## config.mk

```make
export PLATFORM = sky130hd
export DESIGN_NAME = pellet_map_ctrl
export DESIGN_NICKNAME = d
export VERILOG_FILES = /design/src/rtl/pellet_map_ctrl.sv
export SDC_FILE = /design/constraint.sdc
export NUM_CORES = 2
export LEC_CHECK = 0
export ABC_AREA = 1
export BUFFER_PORTS_ARGS = -buffer_cell sky130_fd_sc_hd__buf_2
export CAP_MARGIN = 10
export CORE_MARGIN = 2
export CORE_UTILIZATION = 25
export CTS_BUF_LIST = sky130_fd_sc_hd__clkbuf_2 sky130_fd_sc_hd__clkbuf_4 sky130_fd_sc_hd__clkbuf_8
export CTS_CLUSTER_SIZE = 8
export DETAILED_ROUTE_END_ITERATION = 7
export RECOVER_POWER = 50
export SYNTH_ARGS = -nofsm -noshare
export SYNTH_HDL_FRONTEND = slang
export SYNTH_SLANG_ARGS = --single-unit
```

## constraint.sdc

```tcl
create_clock -name clk -period 3.55 [get_ports clk]
set_input_delay 0.1775 -clock clk [delete_from_list [all_inputs] [get_ports clk]]
set_output_delay 0.1775 -clock clk [all_outputs]
set_load 0.005 [all_outputs]
```

## src/rtl/pellet_map_ctrl.sv

```systemverilog
// pellet_map_ctrl: owns the maze pellet bitmap. It loads the bitmap from the
// maze ROM on level_start and counts the pellets. It shares the single map
// port between renderer reads and game-logic eat requests, with a starvation
// guard for eats. It also tracks pellets remaining and reports level clear.
`timescale 1ns/1ps
module pellet_map_ctrl #(
  parameter int GRID_W     = 28,
  parameter int GRID_H     = 31,
  parameter int STARVE_MAX = 15
) (
  input  logic       clk,
  input  logic       rst_n,
  input  logic       level_start,
  output logic [5:0] init_x,
  output logic [5:0] init_y,
  input  logic       init_pellet,
  input  logic       rd_en,
  input  logic [5:0] rd_x,
  input  logic [5:0] rd_y,
  output logic       rd_pellet,
  output logic       rd_miss,
  input  logic       eat_valid,
  input  logic [5:0] eat_x,
  input  logic [5:0] eat_y,
  output logic       eat_ready,
  output logic       eat_hit,
  output logic [9:0] pellets_left,
  output logic       level_clear,
  output logic       busy
);

  localparam int CELLS = GRID_W * GRID_H;
  localparam int IDX_W = $clog2(CELLS);
  localparam int STV_W = $clog2(STARVE_MAX + 1);
  localparam logic [5:0]       LAST_X  = 6'(GRID_W - 1);
  localparam logic [5:0]       LAST_Y  = 6'(GRID_H - 1);
  localparam logic [STV_W-1:0] STV_SAT = STV_W'(STARVE_MAX);

  typedef enum logic [1:0] {IDLE, INIT, RUN} state_t;

  // Cell coordinates outside the pellet grid are treated as empty, immutable cells
  function automatic logic in_grid(input logic [5:0] x, input logic [5:0] y);
    return (int'(x) < GRID_W) && (int'(y) < GRID_H);
  endfunction

  // Row-major linear index, x fastest (matches sweep order)
  function automatic logic [IDX_W-1:0] cell_idx(input logic [5:0] x, input logic [5:0] y);
    return IDX_W'(int'(y) * GRID_W + int'(x));
  endfunction

  state_t             state_q, state_d;
  logic [CELLS-1:0]   map;
  logic [5:0]         sx, sy;
  logic [STV_W-1:0]   starve;

  logic               sweep_restart;
  logic               sweep_last;
  logic               eat_gnt, rd_gnt, rd_deny;
  logic               starved;
  logic [IDX_W-1:0]   rd_idx, eat_idx, sweep_idx;
  logic               rd_val;
  logic               eat_clr;
  logic               map_we;
  logic [IDX_W-1:0]   map_widx;
  logic               map_wd;

  assign sweep_last = (sx == LAST_X) && (sy == LAST_Y);
  assign starved    = (starve == STV_SAT);
  assign rd_idx     = cell_idx(rd_x, rd_y);
  assign eat_idx    = cell_idx(eat_x, eat_y);
  assign sweep_idx  = cell_idx(sx, sy);
  assign rd_val     = in_grid(rd_x, rd_y) && map[rd_idx];
  // A grant only removes a pellet when the target cell is in the grid and set
  assign eat_clr    = eat_gnt && in_grid(eat_x, eat_y) && map[eat_idx];

  assign init_x      = sx;
  assign init_y      = sy;
  assign busy        = (state_q == INIT);
  assign eat_ready   = eat_gnt;
  assign level_clear = (state_q == RUN) && (pellets_left == 10'd0);

  // State register
  always_ff @(posedge clk or negedge rst_n) begin
    if (!rst_n) state_q <= IDLE;
    else        state_q <= state_d;
  end

  // Next state and map-port arbitration (level_start > starved eat > read > eat)
  always_comb begin
    state_d       = state_q;
    sweep_restart = 1'b0;
    eat_gnt       = 1'b0;
    rd_gnt        = 1'b0;
    rd_deny       = 1'b0;
    case (state_q)
      IDLE: begin
        if (level_start) begin
          state_d       = INIT;
          sweep_restart = 1'b1;
        end
      end
      INIT: begin
        if (level_start)     sweep_restart = 1'b1;
        else if (sweep_last) state_d       = RUN;
      end
      RUN: begin
        if (level_start) begin
          state_d       = INIT;
          sweep_restart = 1'b1;
        end else if (eat_valid && starved) begin
          eat_gnt = 1'b1;
          rd_deny = rd_en;
        end else if (rd_en) begin
          rd_gnt = 1'b1;
        end else if (eat_valid) begin
          eat_gnt = 1'b1;
        end
      end
      default: state_d = IDLE;
    endcase
  end

  // Single map write port: sweep load during INIT, pellet clear on eat in RUN
  always_comb begin
    map_we   = 1'b0;
    map_widx = sweep_idx;
    map_wd   = init_pellet;
    if (state_q == INIT && !level_start) begin
      map_we = 1'b1;
    end else if (eat_clr) begin
      map_we   = 1'b1;
      map_widx = eat_idx;
      map_wd   = 1'b0;
    end
  end

  // Pellet bitmap storage
  always_ff @(posedge clk or negedge rst_n) begin
    if (!rst_n)      map           <= '0;
    else if (map_we) map[map_widx] <= map_wd;
  end

  // Sweep position: x fastest, wraps back to (0,0) after the last cell
  always_ff @(posedge clk or negedge rst_n) begin
    if (!rst_n) begin
      sx <= '0;
      sy <= '0;
    end else if (sweep_restart) begin
      sx <= '0;
      sy <= '0;
    end else if (state_q == INIT) begin
      if (sx == LAST_X) begin
        sx <= '0;
        sy <= (sy == LAST_Y) ? 6'd0 : sy + 6'd1;
      end else begin
        sx <= sx + 6'd1;
      end
    end
  end

  // Pellet count: rebuilt during the sweep, decremented only on a real removal
  always_ff @(posedge clk or negedge rst_n) begin
    if (!rst_n)
      pellets_left <= '0;
    else if (sweep_restart)
      pellets_left <= '0;
    else if (state_q == INIT && init_pellet)
      pellets_left <= pellets_left + 10'd1;
    else if (eat_clr && pellets_left != 10'd0)
      pellets_left <= pellets_left - 10'd1;
  end

  // Starvation counter: counts consecutive cycles an eat request lost to a read
  always_ff @(posedge clk or negedge rst_n) begin
    if (!rst_n)
      starve <= '0;
    else if (state_q != RUN || !eat_valid || eat_gnt)
      starve <= '0;
    else if (rd_gnt && !starved)
      starve <= starve + 1'b1;
  end

  // Read data, miss and hit pulses; read data holds when no read is serviced
  always_ff @(posedge clk or negedge rst_n) begin
    if (!rst_n) begin
      rd_pellet <= 1'b0;
      rd_miss   <= 1'b0;
      eat_hit   <= 1'b0;
    end else begin
      rd_miss <= rd_deny;
      eat_hit <= eat_clr;
      if (state_q != RUN || level_start) rd_pellet <= 1'b0;
      else if (rd_deny)                  rd_pellet <= 1'b0;
      else if (rd_gnt)                   rd_pellet <= rd_val;
    end
  end

endmodule

```

==> flow_metrics.tcl <==
set metrics [dict create \
    post-dp-hpwl_um 165000 \
    critPathMaxFanout 5 \
    end_kind "register" \
    cp.required_ns 4.36 \
    drc 0 \
    finalClockSkew_ns 0.0666 \
    fin_ws_ns -0.580 \
    fillCellCount 26200 \
    syn_nets 9848 \
    area_delta_synth_final_pct 28.5 \
    grt_pass1_vias 59100 \
    grt_pass1_wl_um 379000 \
    grt_max_degree 115 \
    place_area_um2 71400 \
    yosys_warnings 0 \
    antenna_left 0 \
    start_util_pct 25.1 \
    pin_count 58 \
    avgSynthCellArea_um2 6.32 \
    fmax_mhz 242 \
    num_rows 182 \
    final_nets 10100 \
    worst_pin_slew_ns 2.27 \
    crit_type "reg -> reg" \
    grt_usage_pct 19.6 \
    hp-class "in -> reg" \
    worst_ep_arrival_time_ns 4.94 \
    p_leak_nw 37.5 \
    status "complete, but fails checks" \
    clk_pin_slew_ns 0.06 \
    drv_cap 1 \
    syn_inst 9744 \
    ys_seq_elements 899 \
    violations "capacitance limit, slew limit, setup timing" \
    post-route-min-period_ns 4.13 \
    synth_edf_count 0 \
    synth_seq_area_share_pct 36.5 \
    drtIter0Drc 8081 \
    ir_drop_mv 0.458 \
    clock_sinks 899 \
    synthFlopType "dfrtp_1" \
    numCtsBuffers 176 \
    cts_max_path_buffers 3 \
    netlist_top_cells_area "dfrtp_1, nand2_1, nand3_1" \
    overflow 0 \
    drtPass1Iterations 6 \
    rr_worst_depth 22 \
    clock_latency_ns 0.99 \
    fin_crit_sh_pct 116 \
    via_count 66400 \
    cts_root_buf "clkbuf_8" \
    netlist_area_um2 61600 \
    start_kind "register" \
    yosys.area.top_type "dfrtp_1" \
    wire_per_inst_um 20.0 \
    yosysUniqueCellTypes 48 \
    routed_via_density 4.96 \
    final_layout_size_suffix_gt1_share_pct 15.0 \
    relSlewSlack_pct -51.2 \
    hold-path-cell-count 4 \
    setup_viol 876 \
    holdWs_ns 0.0951 \
    gp_congestion 0.924 \
    rsz0062_at_grt "yes" \
    async_flop_share_pct 100 \
    slew_viol_final 17 \
    fp.dieH_um 500 \
    antenna_found_initial 5 \
    die-width_um 500 \
    core_area_um2 245000 \
    p_per_area_nw_per_um2 415 \
    dieArea_um2 250000 \
    routed_wl_um 267000 \
    h-tree-depth 4 \
    finalHoldViolations 0 \
    yosysTopAreaCellShare_pct 36.5 \
    cts_tree "yes" \
    io_buffers 57 \
    finalInstanceArea_um2 79100 \
]
-- through the flow --
stage / setup TNS [ns] / power, mW / utilization (%) / instances / setup WS [ns]
global placement: -1138.53 / 20.6 / 29.1 / 12900 / -1.39
detailed placement: -1168.75 / 20.6 / 29.1 / 12900 / -1.43
CTS: -315.21 / 32.3 / 31.0 / 13300 / -0.467
floorplan: -408.86 / 15.4 / - / 9744 / -0.520
global route: -558.63 / 33.8 / 32.2 / 13400 / -0.760
finish: -381.49 / 32.8 / 32.2 / 13400 / -0.580
-- state kept, by name (all words and copies together), names as in the netlist --
name	cells
eat_hit	1
init_x	6
init_y	6
map	868
pellets_left	10
rd_miss	1
rd_pellet	1
starve	4
state_q	2
-- layout by cell type, fill, tap and decap left out, types with 8 or more instances in the layout --
cell,count
nand2_1,3145
inv_1,1406
nand3_1,1167
dfrtp_1,898
a21oi_1,607
o21ai_0,605
buf_4,392
o21ai_1,282
buf_12,278
nor2_1,224
clkbuf_8,223
nand2_2,99
nand3_2,84
clkbuf_4,69
nor2_4,61
clkbuf_16,56
buf_2,53
nand2_4,46
ha_1,46
o211ai_1,32
o311ai_0,26
o221ai_1,26
xor2_1,25
nand3_4,23
fa_1,22
buf_6,22
a31oi_1,21
buf_8,17
o21ai_2,16
inv_2,15
clkinv_2,13
dlygate4sd3_1,11
clkbuf_1,11
nand4_1,10
buf_16,10
xnor2_1,9
o22ai_1,9
nor3_1,8
-- critical path, cell delays in order (launching register included) --
cell     delay (ns)
dfrtp_2        0.43
fa_1           0.55
ha_2           0.18
inv_2          0.04
fa_1           0.51
inv_2          0.05
ha_4           0.23
inv_2          0.07
nor2_1         0.04
nor2_1         0.17
buf_4          0.15
xor2_1         0.17
buf_4          0.17
nand2_2        0.07
o21ai_4        0.09
nand2_2        0.11
buf_12         0.16
nor2_4         0.20
buf_12         0.17
buf_4          0.18
nand2_1        0.09
nand2_1        0.07
o21ai_1        0.06
-- timing repair --
item                                     CTS  global route
hold endpoints to repair                1011             0
setup buffers                             16            34
gates resized for setup                   50           313
cloned                                    12            78
endpoints found under the setup margin   871           878
hold buffers                              12             0
pin swaps                                 20           175
-- worst paths after layout --
kind / from / endpoint / slack, ns
worst min-delay path: eat_valid / starve[1] / 0.1
max in group asynchronous: rst_n / map[412] / 0.05
worst max register to register: init_y[1] / map[147] / -0.58
worst max-delay path: init_y[1] / map[147] / -0.58
min in group asynchronous: rst_n / map[263] / 1.88
worst min register to register: starve[3] / starve[3] / 0.47
-- per-layer routing --
layer	GRT usage (%)	wire length (um)	vias up	part of all wire (%)
met1	26.6	110000	30900	41
met2	30.4	117000	3555	44
met4	8.86	14000	0	5.2
met3	3.35	25300	700	9.5
li1	-	-	31200	-
met5	0	0	-	0
-- synthesized netlist by cell type, types with 4 or more instances --
library cell  number
ha_1              52
o221ai_1          26
a211oi_1           4
nor2_1           263
dfrtp_1          899
a21oi_1          610
buf_4             24
xnor2_1           13
clkbuf_1         293
a31oi_1           21
buf_1             42
o21ai_1          298
xor2_1            26
nand4_1           10
buf_2            394
nand3_2            8
o211ai_1          32
nor2_2            22
o22ai_1            9
nor4_1             7
clkinv_1           4
inv_1           1426
o311ai_0          26
nor3b_1            4
nand3_1         1266
o21ai_0          608
nor3_1             8
nand2_1         3288
a22oi_1            4
fa_1              22
o31ai_1            6
-- cell type report --
| type | instances | area [um^2] | share of cell area [%] |
|---|---|---|---|
| Timing Repair Buffer | 858 | 11200 | 14.1 |
| Clock inverter | 25 | 275 | 0.348 |
| Multi-Input combinational cell | 6657 | 32200 | 40.7 |
| Tap cell | 3220 | 4030 | 5.09 |
| Clock buffer | 288 | 3560 | 4.50 |
| Sequential cell | 899 | 22500 | 28.4 |
| Antenna cell | 6 | 15.0 | 0.0190 |
| Inverter | 1433 | 5420 | 6.85 |
-- logic make-up (layout without fill, tap and decap cells) --
| group | after synthesis | count (layout) | synth area share [%] |
|---|---|---|---|
| AND/OR/NAND/NOR | 4880 | 4880 | 32.6 |
| other | 0 | 6 | 0 |
| AO/OA/AOI/OAI | 1663 | 1663 | 14.2 |
| buffers and inverters | 2188 | 2604 | 14.3 |
| XOR/XNOR | 40 | 40 | 0.581 |
| flip-flops | 899 | 899 | 36.5 |
| adder cells (fa/ha/maj) | 74 | 74 | 1.77 |
-- where the power goes --
| part | switching [mW] | internal [mW] |
|---|---|---|
| clock | 5.12 | 6.55 |
| sequential | 0.184 | 10.6 |
| combinational | 6.83 | 3.56 |
Note: power is estimated with default switching activity, not from simulation.
